### src/rtl/esl_clk_check_cut_counter.sv
// Clock-under-test cycle counter gated by a synchronized reference window; producer side of the clock-frequency check.
// Optional build macro ESL_CUT_COUNT_PARITY_EN adds cut_count_par and par_error.
module esl_clk_check_cut_counter #(
  parameter int BIT_WD      = 24,
  parameter int SYNC_STAGES = 2
) (
  input  logic            cut_clk,
  input  logic            cut_rst,
  input  logic            meas_en,
  input  logic            ref_window,
  output logic [BIT_WD:0] cut_count_end_val,
  output logic            cut_count_valid,
  output logic            cut_count_ovf,
  output logic            cut_count_busy
`ifdef ESL_CUT_COUNT_PARITY_EN
  ,
  output logic            cut_count_par,
  output logic            par_error
`endif
);

  localparam int NSYNC = ((SYNC_STAGES >= 2) && (SYNC_STAGES <= 4)) ? SYNC_STAGES : 2;
  localparam logic [2:0]      FLUSH_N = 3'(NSYNC);
  localparam logic [BIT_WD:0] CNT_MAX = {(BIT_WD+1){1'b1}};
  localparam logic [BIT_WD:0] CNT_ONE = {{BIT_WD{1'b0}}, 1'b1};

  typedef enum logic [1:0] {
    IDLE  = 2'd0,
    ARMED = 2'd1,
    COUNT = 2'd2
  } state_e;

  function automatic logic even_par(input logic ovf, input logic [BIT_WD:0] val);
    return ovf ^ (^val);
  endfunction

  state_e          state_q;
  logic [NSYNC-1:0] sync_q;
  logic            win_d_q;
  logic [2:0]      flush_q;
  logic [BIT_WD:0] cnt_q;
  logic [BIT_WD:0] cnt_d;
  logic            ovf_int_q;
  logic [BIT_WD:0] end_val_q;
  logic            ovf_q;
  logic            valid_q;
  logic            par_q;
  logic            par_err_q;
  logic            win_s;
  logic            rise;
  logic            fall;

  assign win_s = sync_q[NSYNC-1];
  assign rise  = win_s & ~win_d_q;
  assign fall  = ~win_s & win_d_q;

  always_comb begin
    cnt_d = cnt_q;
    if (cnt_q == CNT_MAX) begin
      cnt_d = cnt_q;
    end else begin
      cnt_d = cnt_q + CNT_ONE;
    end
  end

  always_ff @(posedge cut_clk or posedge cut_rst) begin
    if (cut_rst) begin
      sync_q  <= '0;
      win_d_q <= 1'b0;
    end else begin
      sync_q  <= {sync_q[NSYNC-2:0], ref_window};
      win_d_q <= win_s;
    end
  end

  // flush_q keeps IDLE from arming until the synchronizer holds real samples,
  // so a window already high at reset release or enable is never measured.
  always_ff @(posedge cut_clk or posedge cut_rst) begin
    if (cut_rst) begin
      state_q   <= IDLE;
      flush_q   <= 3'd0;
      cnt_q     <= '0;
      ovf_int_q <= 1'b0;
      end_val_q <= '0;
      ovf_q     <= 1'b0;
      valid_q   <= 1'b0;
      par_q     <= 1'b0;
    end else begin
      valid_q <= 1'b0;
      if (!meas_en) begin
        state_q   <= IDLE;
        flush_q   <= 3'd0;
        cnt_q     <= '0;
        ovf_int_q <= 1'b0;
      end else begin
        case (state_q)
          IDLE: begin
            if (flush_q != FLUSH_N) begin
              flush_q <= flush_q + 3'd1;
            end else if (!win_s) begin
              state_q <= ARMED;
            end else begin
              state_q <= IDLE;
            end
          end
          ARMED: begin
            if (rise) begin
              state_q   <= COUNT;
              cnt_q     <= CNT_ONE;
              ovf_int_q <= 1'b0;
            end else begin
              state_q <= ARMED;
            end
          end
          COUNT: begin
            if (win_s) begin
              cnt_q <= cnt_d;
              if (cnt_d == CNT_MAX) begin
                ovf_int_q <= 1'b1;
              end else begin
                ovf_int_q <= ovf_int_q;
              end
            end else if (fall) begin
              end_val_q <= cnt_q;
              ovf_q     <= ovf_int_q;
              par_q     <= even_par(ovf_int_q, cnt_q);
              valid_q   <= 1'b1;
              cnt_q     <= '0;
              state_q   <= ARMED;
            end else begin
              state_q <= COUNT;
            end
          end
          default: begin
            state_q <= IDLE;
            flush_q <= 3'd0;
            cnt_q   <= '0;
          end
        endcase
      end
    end
  end

  // Recompute parity of the held result every cycle to catch register upsets.
  always_ff @(posedge cut_clk or posedge cut_rst) begin
    if (cut_rst) begin
      par_err_q <= 1'b0;
    end else begin
      par_err_q <= even_par(ovf_q, end_val_q) ^ par_q;
    end
  end

  assign cut_count_end_val = end_val_q;
  assign cut_count_valid   = valid_q;
  assign cut_count_ovf     = ovf_q;
  assign cut_count_busy    = (state_q == COUNT);

`ifdef ESL_CUT_COUNT_PARITY_EN
  assign cut_count_par = par_q;
  assign par_error     = par_err_q;
`else
  logic unused_par_s;
  assign unused_par_s = par_q ^ par_err_q;
`endif

endmodule

### config.mk
export PLATFORM = sky130hd
export DESIGN_NAME = esl_clk_check_cut_counter
export DESIGN_NICKNAME = d
export VERILOG_FILES = /design/src/rtl/esl_clk_check_cut_counter.sv
export SDC_FILE = /design/constraint.sdc
export NUM_CORES = 1
export LEC_CHECK = 0
export ABC_AREA = 1
export CAP_MARGIN = 15
export CORE_UTILIZATION = 25
export CTS_CLUSTER_SIZE = 25
export DETAILED_ROUTE_END_ITERATION = 8
export PLACE_DENSITY = 0.44
export SLEW_MARGIN = 30
export SYNTH_ARGS = -nofsm -noshare
export SYNTH_HDL_FRONTEND = slang
export SYNTH_SLANG_ARGS = --single-unit
### constraint.sdc
create_clock -name cut_clk -period 3.2 [get_ports cut_clk]
set_clock_uncertainty 0.15 [all_clocks]
set_input_delay 0.96 -clock cut_clk [delete_from_list [all_inputs] [get_ports cut_clk]]
set_output_delay 0.96 -clock cut_clk [all_outputs]
set_load 0.05 [all_outputs]
==> metrics.md, run 1 <==
| Metric | Value |
|---|---|
| Status | finished clean |
| Commonest non-fill, non-tap cells in the layout | nand2_1 (139), dfrtp_1 (61), o21ai_0 (53) |
| Post-route ant nets | 0 |
| Post-synth top flop | dfrtp_1 |
| Most common cell after layout, fill and taps aside | nand2_1 |
| Total GRT Usage | 0.143 |
| Reg clk slew, reported paths | roughly 0.050 ns |
| Vias/cell | 4.50 |
| Fin crit period | 3.02 ns |
| Placed Area | ~0.0038 sq mm |
| Routability cong. | ~0.86 |
| Design Power | between 1.5 and 2 mW |
| Final hold slack | 0.198 ns |
| Worst-Margin Slew | about 0.50 ns |
| Die Y | ~120 um |
| Min-delay src | sync_q[0] |
| Core area | between 0.01 and 0.015 sq mm |
| Synth Area in Compound Gates | 0.150 |
| XOR/XNOR Fraction of Synth Area | 0.0259 |
| DP Wirelength | 6.58 mm |
| Leak pwr | about 1.7 nW |
| Full die area | 0.0138 sq mm |
| Post-Place Cells | between 600 and 700 |
| Layout cell share with drive strength beyond 1 | 0.0717 |
| Initial antenna violation count | 0 |
| I/O Pins | 32 |
| RSZ-0062 raised after global routing | false |
| YS warnings | 0 |
| Crit. End Element | output port |
| # rows | between 40 and 50 |
| Overflow after GRT | 0 |
| # Max-Cap Violations | 0 |
| Vias in the first global route | between 3k and 4k |
| WL final | between 8 and 9 mm |
| Post-CTS sizing | 0 |
| CTS tree | yes |
| Final Net Count | slightly below 500 |
| Setup TNS | 0 ns |
| Post-CTS setup repair buffer count | 0 |
| WL/cell | around 14 um |
| Drt first pass iters | 5 |
| Fillers | 1410 |
| I/O Buffers | 31 |
| Worst-Skew Late Latency | approximately 0.33 ns |
| Worst Setup Path Type | flip-flop to output port |
| Final setup vio count | 0 |
| Post-synthesis sequential area ratio | 0.458 |
| Cells after Synth | between 400 and 500 |
| Global-route wire length before repair | ~15 mm |
| Hold/Removal Path Class | flip-flop to flip-flop |
| # diodes | 0 |
| Critical Path RT | between 2 and 2.5 ns |
| Initial core utilization | 0.260 |
| Fin util | 0.319 |
| Main combinational cell family by area after synthesis | simple AND/OR/NAND/NOR gates |
| Hold-fix buffers, CTS | 0 |
| Syn nets | around 450 |
| Worst Setup SP | state_q[0] |
| Root buf cell | clkbuf_16 |
| Startpoint Class | flip-flop |
| Slew Limit Fails | 0 |
| H-tree depth | 3 |
| Clock Tree Buf Depth | 2 |
| Multiplexer share of the synthesized area | 0 |
| Synth Area in Simple Gates | 0.265 |
| Layout Cells excl Fill | 646 |
| 1st-iter DRT viols | 102 |
| Design area | a little over 0.004 sq mm |
| P&R area growth vs syn | 22.8% |
| #FFs+latches synth | 61 |
| Setup ws final | approximately 0.18 ns |
| Setup WS pre-CTS | 0.182 ns |
| Chip Width | about 120 um |
| Arrival time at the worst endpoint | around 1.9 ns |
| Num CTS Buffers | 9 |
| Post-synth EDFFs | 0 |
| Detailed-route DRC error count | 0 |
| Pwr Density | 467 mW/mm^2 |
| Crit path max fanout | 5 |
| Post-Syn Area | 0.00333 sq mm |
| Post-synth cell types | 36 |
| Final Hold Violating Endpoints | 0 |
| Pin count of the biggest net entering global routing | 62 |
| Worst relative slew slack | 0.664 |
| Part of the cycle the worst path needs | 0.945 |
| Highest clock rate | ~0.33 GHz |
| Clk sinks | approximately 60 |
| VDD IR-drop max | 223 uV |
| Synth Area in Adders | 0.0263 |
| Synthesized area per cell | ~7.6 sq um |
| Total number of vias | roughly 2.9k |
| Worst r2r src | cnt_q[0] |
| Ys async rst share | 1.00 |
==> path summary, 6_finish.rpt <==
check / to / slack [ns] / depth (start not counted)
min in group asynchronous: cut_count_end_val[0] / 0.86 / 3
hold reg to reg: sync_q[1] / 0.20 / 0
hold / removal: sync_q[1] / 0.20 / 0
setup / recovery: cut_count_busy / 0.18 / 3
setup reg to reg: ovf_int_q / 0.43 / 13
max in group asynchronous: cut_count_end_val[12] / 1.75 / 3
==> final cells by class <==
| class | count | area, sq um | share of cell area |
|---|---|---|---|
| repair buffers | 35 | 353 | 0.0863 |
| flip-flops and latches | 61 | 1530 | 0.373 |
| clock inverters | 3 | 15.0 | 0.00367 |
| clock buffers | 10 | 239 | 0.0584 |
| well taps | 172 | 215 | 0.0526 |
| inverters | 49 | 184 | 0.0450 |
| multi-input cells | 316 | 1560 | 0.381 |
==> cell families (layout without fill, tap and decap cells) <==
logic type	Yosys count	count (layout)
adders and majority gates	7	7
buffers and inverters	60	97
AOI/OAI and AO/OA	89	89
DFF	61	61
xor gates and xnor gates	9	9
and+or+nand+nor	211	211
==> worst max-delay path, stage by stage (launching register included) <==
cell and delay [ns]:
dfrtp_1 0.40, inv_1 0.10, ha_1 0.25, clkdlybuf4s50_1 0.83
==> sequential cells by signal, summed over array words and instances, names as in the netlist <==
register	cells
flush_q	3
cut_count_ovf	1
ovf_int_q	1
sync_q	2
cnt_q	25
cut_count_end_val	25
cut_count_valid	1
win_d_q	1
state_q	2
==> routing by layer <==
| layer | track usage | share of wire | wire length [um] |
|---|---|---|---|
| met3 | 0.0404 | 0.038 | 343 |
| met2 | 0.237 | 0.48 | 4300 |
| met5 | 0 | 0 | 0 |
| met1 | 0.179 | 0.47 | 4260 |
| met4 | 0.0471 | 0.011 | 98 |
==> where the power goes <==
| part | total [mW] | switching [mW] | internal (mW) |
|---|---|---|---|
| registers | 0.814 | 0.0197 | 0.794 |
| clock network | 0.860 | 0.334 | 0.526 |
| logic | 0.235 | 0.163 | 0.0721 |
==> Yosys cell counts, types with 5 or more instances <==
| cell type | n | share of area |
|---|---|---|
| ha_1 | 7 | 0.026 |
| clkbuf_1 | 7 | 0.0079 |
| o22ai_1 | 10 | 0.019 |
| xor2_1 | 7 | 0.018 |
| o21ai_1 | 6 | 0.0090 |
| dfrtp_1 | 61 | 0.46 |
| nor2_1 | 40 | 0.045 |
| a21oi_1 | 10 | 0.015 |
| nand3_1 | 15 | 0.023 |
| nand4_1 | 5 | 0.0094 |
| inv_1 | 46 | 0.052 |
| nand2_1 | 139 | 0.16 |
| o21ai_0 | 53 | 0.080 |
Power figures use the tool's default switching activity.
==> run 2, diff against run 1 <==
Settings changed: GPL_TIMING_DRIVEN set to 0, SLEW_MARGIN 30 to 10.
==> run 2 against run 1 <==
  * Clock-buffer cell count increased by 2
  * Cell count grew 1.1%
  * Sequential power is essentially flat
  * Worst hold slack improved by 0.010 ns
  * Largest cell class unchanged
  * Clock power grew 0.8%
  * Largest power group unchanged
  * Fmax rose by 0.15%
  * Critical endpoint unchanged
  * Sequential share of layout area down 0.24 points
  * Critical path type unchanged
==> metrics.md, run 2 (synthesized netlist as in run 1, its figures left out) <==
| Metric | Value |
|---|---|
| Post-CTS sizing | 0 |
| Initial core utilization | 0.260 |
| Flop pwr share | 0.425 |
| Final Net Count | approximately 500 |
| Final Hold Violating Endpoints | 0 |
| Core area | 0.0128 sq mm |
| # diodes | 0 |
| Total GRT Usage | 0.148 |
| Switch share | 0.260 |
| I/O Buffers | 30 |
| Die Y | 117 um |
| Register area | about 0.0015 sq mm |
| # Max-Cap Violations | 0 |
| Clock Tree Buf Depth | 2 |
| Critical Path RT | 2.09 ns |
| Global-route wire length before repair | 15.6 mm |
| Hold/Removal Path Class | flip-flop to flip-flop |
| Full die area | approximately 0.014 sq mm |
| Overflow after GRT | 0 |
| Pwr Density | 465 mW/mm^2 |
| Total number of vias | 2898 |
| Worst relative slew slack | 0.486 |
| WL/cell | between 10 and 15 um |
| Vias/cell | roughly 4.4 |
| H-tree depth | 3 |
| Fin util | 0.321 |
| DP Wirelength | 7.08 mm |
| # rows | 41 |
| Design area | approximately 0.004 sq mm |
| Commonest non-fill, non-tap cells in the layout | nand2_1 (139), dfrtp_1 (61), o21ai_0 (53) |
| Fillers | 1413 |
| Switching power total | just under 0.5 mW |
| Internal power | ~1.4 mW |
| Final setup vio count | 0 |
| P&R area growth vs syn | 23.6% |
| Layout Cells excl Fill | 653 |
| Pin count of the biggest net entering global routing | 62 |
| Routability cong. | approximately 0.85 |
| Clk pwr share | 0.453 |
| Setup TNS | 0 ns |
| Startpoint Class | flip-flop |
| Leak pwr | 1.71 nW |
| Worst reg-to-reg setup slack | roughly 0.55 ns |
| Most common cell after layout, fill and taps aside | nand2_1 |
| VDD IR-drop max | a little under 300 uV |
| Post-route ant nets | 0 |
| Placed Area | just under 0.004 sq mm |
| Crit path max fanout | 5 |
| Fin crit period | 3.02 ns |
| Post-Place Cells | 639 |
| Worst-Skew Late Latency | 0.33 ns |
| 1st-iter DRT viols | around 130 |
| Detailed-route DRC error count | 0 |
| Worst-Margin Slew | 0.771 ns |
| Num CTS Buffers | 9 |
| Logic pwr share | 0.121 |
| RSZ-0062 raised after global routing | false |
| Area of the multi-input gates | 0.00156 sq mm |
| Layout cell share with drive strength beyond 1 | 0.0707 |
| Reg clk slew, reported paths | 0.05 ns |
| Crit. End Element | output port |
| Initial antenna violation count | 0 |
| CTS tree | yes |
| WL final | ~9.1 mm |
| Root buf cell | clkbuf_16 |
| Vias in the first global route | a little over 3k |
| Highest clock rate | 0.331 GHz |
| Arrival time at the worst endpoint | 1.91 ns |
| Clk sinks | 61 |
| I/O Pins | 32 |
| Part of the cycle the worst path needs | 0.944 |
| Design Power | between 1.5 and 2 mW |
| Chip Width | between 100 and 150 um |
| Worst Setup Path Type | flip-flop to output port |
| Drt first pass iters | 4 |
| Post-CTS setup repair buffer count | 0 |
| Slew Limit Fails | 0 |
| Status | finished clean |
| Hold-fix buffers, CTS | 0 |
[run 2: cell count changes in the layout (fill, tap and decap cells not counted), sizes merged]
cell | previous run | this run
buf | 4 | 3
clkbuf | 10 | 20
clkdlybuf4s50 | 31 | 30
clkinv | 4 | 3
[run 2: cell type report]
class | count | area share
Clock inverter | 2 | 0.00243
Inverter | 49 | 0.0453
Sequential cell | 61 | 0.371
Timing Repair Buffer | 30 | 0.0730
Multi-Input combinational cell | 316 | 0.378
Buffer | 11 | 0.0155
Clock buffer | 12 | 0.0623
Tap cell | 172 | 0.0523
[run 2: through the flow]
step	setup WS (ns)	hold slack, ns
after floorplan	0.577	0.181
after global placement	-0.675	0.186
after detailed placement	0.177	0.192
after CTS	0.159	0.203
after global routing	0.0690	0.220
final	0.181	0.208
[run 2: layer usage]
layer  vias to the layer above  wire, um  track usage
met1                      1355      4470        0.193
met3                         9       260       0.0370
met5                         -         0            0
met2                        43      4260        0.226
li1                       1491         -            -
met4                         0       136       0.0739
[run 2: worst paths after layout]
kind | start | endpoint | cells past startpoint
max | state_q[0] | cut_count_busy | 3
min | sync_q[0] | sync_q[1] | 0
max reg2reg | cnt_q[0] | ovf_int_q | 10
min reg2reg | sync_q[0] | sync_q[1] | 0
max in group asynchronous | cut_rst | cut_count_end_val[15] | 2
min in group asynchronous | cut_rst | cut_count_end_val[2] | 2
[run 2: critical path, stage by stage (launching register included)]
cell             delay, ns
dfrtp_1               0.39
inv_1                 0.11
ha_1                  0.24
clkdlybuf4s50_1       0.83
[run 2: power groups by stage]
stage | Sequential [mW] | Combinational, mW | Clock (mW)
global placement | 0.826 | 0.234 | 0
global route | 0.817 | 0.271 | 0.940
CTS | 0.813 | 0.237 | 0.905
floorplan | 0.824 | 0.167 | 0
finish | 0.813 | 0.232 | 0.867
detailed placement | 0.826 | 0.236 | 0
